`src/rtl/rtc_pkg.sv`:
```
// rtc_pkg: button indices and default 50 MHz timing shared by the button front end.
package rtc_pkg;
    localparam int NUM_BTN = 5;
    localparam int BTN_P = 0;
    localparam int BTN_R = 1;
    localparam int BTN_L = 2;
    localparam int BTN_U = 3;
    localparam int BTN_D = 4;
    localparam int DEF_DEBOUNCE_CYCLES = 250_000;
    localparam int DEF_REPEAT_DELAY = 25_000_000;
    localparam int DEF_REPEAT_PERIOD = 5_000_000;
endpackage

```
`src/rtl/debounce_cell.sv`:
```
// debounce_cell: two-flop synchroniser, debounce counter and rising-edge detect for one button.
module debounce_cell
    import rtc_pkg::*;
#(
    parameter int DEBOUNCE_CYCLES = DEF_DEBOUNCE_CYCLES
) (
    input  logic clk,
    input  logic reset,
    input  logic raw,
    output logic level,
    output logic rise
);
    localparam int CW = $clog2(DEBOUNCE_CYCLES + 1);
    logic s1, s2;
    logic [CW-1:0] cnt;
    logic flip;
    // the Nth consecutive disagreeing edge flips the level instead of counting to N
    assign flip = (s2 != level) && (cnt == CW'(DEBOUNCE_CYCLES - 1));
    always_ff @(posedge clk) begin
        if (reset) begin
            s1 <= 1'b0;
            s2 <= 1'b0;
            cnt <= '0;
            level <= 1'b0;
            rise <= 1'b0;
        end else begin
            s1 <= raw;
            s2 <= s1;
            cnt <= (s2 == level || flip) ? '0 : cnt + 1'b1;
            level <= flip ? ~level : level;
            rise <= flip && !level;
        end
    end
endmodule

```
`src/rtl/button_conditioner.sv`:
```
// button_conditioner: debounced, prioritised single-cycle button pulses with up/down auto-repeat.
module button_conditioner
    import rtc_pkg::*;
#(
    parameter int DEBOUNCE_CYCLES = DEF_DEBOUNCE_CYCLES,
    parameter int REPEAT_DELAY = DEF_REPEAT_DELAY,
    parameter int REPEAT_PERIOD = DEF_REPEAT_PERIOD,
    parameter bit AUTOREPEAT = 1'b1
) (
    input  logic clk,
    input  logic reset,
    input  logic btnp_raw,
    input  logic btnr_raw,
    input  logic btnl_raw,
    input  logic btnu_raw,
    input  logic btnd_raw,
    output logic btnp,
    output logic btnr,
    output logic btnl,
    output logic btnu,
    output logic btnd,
    output logic [NUM_BTN-1:0] btn_level
);
    localparam int RMAX = (REPEAT_DELAY > REPEAT_PERIOD) ? REPEAT_DELAY : REPEAT_PERIOD;
    localparam int RW = $clog2(RMAX + 1);
    logic [NUM_BTN-1:0] raw, level, rise, rep, cand, sel;
    assign raw = {btnd_raw, btnu_raw, btnl_raw, btnr_raw, btnp_raw};
    for (genvar i = 0; i < NUM_BTN; i++) begin : g_cell
        debounce_cell #(.DEBOUNCE_CYCLES(DEBOUNCE_CYCLES)) u_cell (
            .clk(clk),
            .reset(reset),
            .raw(raw[i]),
            .level(level[i]),
            .rise(rise[i])
        );
    end
    // count down to 1, fire, reload; 0 means idle
    for (genvar i = BTN_U; i <= BTN_D; i++) begin : g_rep
        logic [RW-1:0] cnt;
        always_ff @(posedge clk) begin
            if (reset || !level[i])
                cnt <= '0;
            else if (rise[i])
                cnt <= RW'(REPEAT_DELAY);
            else if (cnt == RW'(1))
                cnt <= RW'(REPEAT_PERIOD);
            else if (cnt != '0)
                cnt <= cnt - 1'b1;
        end
        assign rep[i] = AUTOREPEAT && level[i] && (cnt == RW'(1));
    end
    assign rep[BTN_L:BTN_P] = '0;
    assign cand = rise | rep;
    always_comb begin
        sel = '0;
        sel[BTN_P] = cand[BTN_P];
        sel[BTN_R] = cand[BTN_R] && !cand[BTN_P];
        sel[BTN_L] = cand[BTN_L] && !cand[BTN_P] && !cand[BTN_R];
        sel[BTN_U] = cand[BTN_U] && !cand[BTN_P];
        sel[BTN_D] = cand[BTN_D] && !cand[BTN_P] && !cand[BTN_U];
    end
    always_ff @(posedge clk) begin
        if (reset)
            {btnd, btnu, btnl, btnr, btnp} <= '0;
        else
            {btnd, btnu, btnl, btnr, btnp} <= sel;
    end
    assign btn_level = level;
endmodule

```
`config.mk`:
```
export PLATFORM = sky130hd
export DESIGN_NAME = button_conditioner
export DESIGN_NICKNAME = d
export VERILOG_FILES = /design/src/rtl/rtc_pkg.sv /design/src/rtl/debounce_cell.sv /design/src/rtl/button_conditioner.sv
export SDC_FILE = /design/constraint.sdc
export NUM_CORES = 1
export LEC_CHECK = 0
export CAP_MARGIN = 20
export CORE_MARGIN = 8
export CORE_UTILIZATION = 56
export CTS_CLUSTER_SIZE = 14
export DETAILED_ROUTE_END_ITERATION = 10
export PLACE_DENSITY = 0.73
export SETUP_SLACK_MARGIN = 0.15
export SLEW_MARGIN = 20
export SYNTH_ARGS = -nofsm -noshare
export SYNTH_HDL_FRONTEND = slang
export SYNTH_SLANG_ARGS = --single-unit
```
`constraint.sdc`:
```
create_clock -name clk -period 2.3 [get_ports clk]
set_input_delay 0.69 -clock clk [delete_from_list [all_inputs] [get_ports clk]]
set_output_delay 0.69 -clock clk [all_outputs]
set_load 0.02 [all_outputs]
```
## Yosys cells after proc, flatten, opt, wreduce, memory -nomap -nowiden

Cells that the tools add are included.

| word-level totals | value |
|---|---|
| logic and storage cells | 120 |
| register bits after elaboration | 165 |

| cells by class | value |
|---|---|
| $add $sub $neg | 7 |
| bitwise operators | 6 |
| equal/unequal tests | 17 |
| reduce and logical (&&, ||, !) cells | 48 |
| muxes and demuxes | 6 |

Operator list:

| cell | count |
|---|---|
| 25-bit two-way mux | 6 |
| 18-bit by 1-bit adder with 18-bit output (second input constant) | 5 |
| 18-bit == test (second input constant) | 5 |
| 25-bit by 1-bit == test with 1-bit output (second input constant) | 2 |
| 25-bit nonzero test | 2 |
| 25-bit by 1-bit subtractor with 25-bit output (second input constant) | 2 |
| 1-bit logical AND | 18 |
| 2-bit OR reduction | 7 |
| 1-bit logical NOT | 8 |
| 1-bit logical OR | 7 |
| 3-bit nonzero test | 2 |
| 3-bit OR reduction | 2 |
| 1-bit == test | 5 |
| 1-bit inequality test | 5 |
| 1-bit NOT | 5 |
| 5-bit OR | 1 |
| 2-bit nonzero test | 2 |

## Logic depth before layout (Yosys ltp)

| logic depth | value |
|---|---|
| depth after elaboration | 6 |
| gate-level depth with buffers | 8 |
| depth with buffers taken out | 7 |

## By module

Synthesis repeated with hierarchy kept, for this count alone.

| second synthesis, totals | value |
|---|---|
| cell total of the unflattened synthesis | 874 |
| area total of the unflattened synthesis | 7946.4 um2 |

By module, submodules not included:

| module | area each (um2) | seq. area each (um2) | cells each | times used |
|---|---|---|---|---|
| debounce_cell | 1012.2 | 440.4 | 105 | 5 |
| button_conditioner | 2885.3 | 1101.1 | 349 | 1 |

## Least setup slack after synthesis

No wires, ideal clock.

| timing | value |
|---|---|
| path kind | register to register |
| start point | register g_rep[4].cnt[11] |
| end point | register g_rep[4].cnt[23] |
| setup time | 0.070 ns |
| data arrival time | 2.202 ns |
| slack | 0.028 ns |
| clock period less this slack | 2.272 ns |
| cell stages (with the launch flop) | 6 |
| cells stage by stage | dfxtp_1 -> or4_4 -> or3_4 -> or4_1 -> or4_1 -> a21oi_1 |

| on the way | value |
|---|---|
| cells in the longest elaborated chain, start to end | 2 |

Ends and longest elaborated chain:

| item | RTL line | RTL |
|---|---|---|
| from (decl) | button_conditioner.sv:39 | `logic [RW-1:0] cnt;` |
| from (signal assigned) | button_conditioner.sv:44 | `cnt <= RW'(REPEAT_DELAY);` |
| from (signal assigned) | button_conditioner.sv:46 | `cnt <= RW'(REPEAT_PERIOD);` |
| from (signal assigned) | button_conditioner.sv:48 | `cnt <= cnt - 1'b1;` |
| branches (longest 2 deep; another with 25-bit by 1-bit subtractor with 25-bit output) | -- |  |

Several ways; the timed one is not identified.
A chain may end at the register's enable or synchronous reset.

## Worst setup path after layout

| timing | value |
|---|---|
| start point | register g_rep[4].cnt[18] |
| end point | register g_rep[4].cnt[23] |

The elaborated chain is that of the path after synthesis.

==> results.py <==
metrics = {
    "outcome": {
        "status": "finished, final reports clean",
    },
    "routing": {
        "wl_met2_um": 7660,
        "drc": 0,
        "totalWireLength_um": 15800,
        "via_per_inst": 5.64,
        "wire_per_inst_um": 14.5,
        "via_count": 6139,
        "antenna_left": 0,
        "drt_iter0_drc": 506,
        "firstDrtPassIters": 5,
        "met3_length_um": 680,
        "highest_layer": "met4",
        "wl_met1_um": 7200,
    },
    "floorplan": {
        "dieArea_mm2": 0.0171,
        "die_h_um": 131,
        "io_pins": 17,
        "core_mm2": 0.0130,
        "rows": 42,
        "initial_utilization_pct": 56.6,
        "die_x_um": 131,
    },
    "synthesis": {
        "ys_seq_elements": 165,
        "synth-async-reset-ratio_pct": 0,
        "synth-simple-area-share_pct": 30.2,
        "synth_top_family_by_area": "simple AND/OR/NAND/NOR gates",
        "yosysSeqAreaShare_pct": 44.8,
        "synth-xor-area-share_pct": 12.7,
        "synth_area_leaders": "dfxtp_1 (45%), nor2_1 (7.6%), xor2_1 (7.0%)",
        "synth_top_area_share_pct": 44.8,
        "netlist_instances": 844,
        "synth-compound-area-share_pct": 7.09,
        "synthMuxAreaShare_pct": 0.679,
        "synth_area_mm2": 0.00737,
        "synthAdderAreaFrac_pct": 1.87,
        "syn_nets": 862,
        "ys.flop_type": "dfxtp_1",
        "synth_warnings": 0,
        "synth_largest_area_cell": "dfxtp_1",
        "syn_avg_cell_area_um2": 8.74,
        "synth_edf_count": 0,
        "ys_types": 50,
    },
    "cells_and_area": {
        "layout_commonest_cell": "dfxtp_1",
        "final_cell_mix": "dfxtp_1 (161), nor2_1 (149), xor2_1 (59)",
        "regArea_mm2": 0.00331,
        "insertedDiodeCount": 0,
        "num-nets-final": 917,
        "drive_gt1_share_pct": 13.3,
        "area_growth_pct": 18.8,
        "fill_cells": 1063,
        "multi_input_area_mm2": 0.00399,
    },
    "timing": {
        "slew_violations": 0,
        "min_period_over_period_pct": 99.5,
        "post-route-min-period_ns": 2.29,
        "whs_ns": 0.438,
        "setup_viol": 0,
        "hold_viol": 0,
        "setup_slack_ns": 0.0106,
        "clock_skew_ns": 0.0141,
        "tightest_slew_ns": 0.617,
        "slew_headroom_pct": 58.6,
        "fmax_ghz": 0.437,
        "rsz0062_at_grt": "yes",
    },
    "global_routing": {
        "grt_max_degree": 19,
        "grt_first_pass_wirelength_um": 26700,
        "first_global_vias": 5932,
        "antenna_found_initial": 0,
        "grt_usage_pct": 19.4,
        "overflow": 0,
    },
    "placed_design": {
        "dp_hpwl_um": 11100,
        "gp_congestion": 0.883,
        "port_buffers": 16,
        "dp_slack_ns": -0.165,
    },
    "setup_path": {
        "cp.arrival_ns": 2.66,
        "cp_max_fo": 3,
        "ff2ff_setup_slack_ns": 0.01,
        "critPathKind": "register to register",
        "cp-end-kind": "register",
        "setup.worst_path.start_class": "register",
        "crit_required_ns": 2.67,
    },
    "cts": {
        "clk_path_buf_depth": 2,
        "cts-root-buf": "clkbuf_16",
        "clock-sinks": 165,
        "postCtsHoldBufs": 0,
        "cts_tree": "yes",
        "clock_latency_ns": 0.43,
        "numCtsBuffers": 17,
        "h-tree-depth": 4,
        "clkTransAtPathRegs_ns": 0.06,
    },
    "run": {
        "drv_cap": 0,
    },
    "worst_hold_path": {
        "hp-class": "register to register",
    },
    "power_and_ir_drop": {
        "peakVddDrop_mv": 0.520,
        "power_leakage_nw": 3.11,
        "power_density_mw_per_mm2": 679,
        "power.total_mw": 5.95,
    },
}
[worst max-delay path, stage by stage (launching register included)]
cell	delay [ns]
dfxtp_2	0.32
or4_4	0.53
or3_4	0.39
or4_4	0.43
or4_4	0.43
a21oi_2	0.13
[layer usage]
layer / vias to the layer above / GRT usage [%]
met2: 148 / 31.7
met5: - / 0
li1: 3079 / -
met1: 2884 / 23.4
met4: 0 / 8.64
met3: 28 / 5.52
[path summary, 6_finish.rpt]
| path | cells after the start | from | end |
|---|---|---|---|
| worst max-delay path | 5 | g_rep[4].cnt[18]$_SDFFE_PP0P_ | g_rep[4].cnt[23]$_SDFFE_PP0P_ |
| worst min-delay path | 1 | g_cell[1].u_cell.s1$_SDFF_PP0_ | g_cell[1].u_cell.s2$_SDFF_PP0_ |
| worst max register to register | 5 | g_rep[4].cnt[18]$_SDFFE_PP0P_ | g_rep[4].cnt[23]$_SDFFE_PP0P_ |
| worst min register to register | 1 | g_cell[1].u_cell.s1$_SDFF_PP0_ | g_cell[1].u_cell.s2$_SDFF_PP0_ |
[metrics by stage]
step,TNS (ns),utilization (%),std cells,area (um2)
global placement,-0.161,61.0,1050,7950
CTS,0,66.2,1082,8630
global route,-0.0261,67.2,1088,8760
finish,0,67.2,1088,8760
floorplan,0,-,844,7380
detailed placement,-1.45,61.0,1050,7950
[layout make-up]
type	count	share of cell area [%]
inverter	14	0.600
sequential	165	37.8
tap	176	2.51
clock inverter	11	1.98
clock buffer	21	5.37
timing repair buffer	66	6.27
multi-input combinational	635	45.5
[power breakdown]
group          leakage, nW  internal [mW]  switching, mW
clock                0.305           1.91           1.12
combinational         1.47         0.0265         0.0284
sequential            1.33           2.87        0.00590
[Yosys cell counts (all sizes together) (3+ instances only)]
library cell and n:
a211oi 5, a21oi 20, a311oi 3, a31oi 8, and3 12, and4 8, buf 8, clkbuf 22
dfxtp 165, ha 11, inv 14, mux2i 5, nand2 57, nand2b 8, nand3 43, nand4 20
nor2 150, nor2b 15, nor3 22, nor3b 5, nor4 25, nor4b 9, nor4bb 5, o211ai 12
o21ai 18, o31ai 7, or2 3, or3 21, or4 18, or4b 3, xnor2 48, xor2 59
[cell families (layout without fill, tap and decap cells)]
family | after synthesis | after routing
fa+ha+maj | 11 | 11
simple gates | 430 | 430
xor+xnor | 107 | 107
mux | 5 | 5
compound gates | 82 | 82
flops | 165 | 165
buf+inv | 44 | 112
[state kept, by name (all words and copies together) (netlist names)]
register / flops
btnd: 1
btnl: 1
btnp: 1
btnr: 1
btnu: 1
g_cell.u_cell.cnt: 90
g_cell.u_cell.level: 5
g_cell.u_cell.rise: 5
g_cell.u_cell.s1: 5
g_cell.u_cell.s2: 5
g_rep.cnt: 50
[repair_timing]
item	4_1_cts	5_1_grt
gates resized for setup	12	22
pin swaps	3	10
hold endpoints to repair	0	0
setup endpoints to repair	22	29
cloned	0	0
setup buffers	0	6
(Power assumes the default switching activity.)
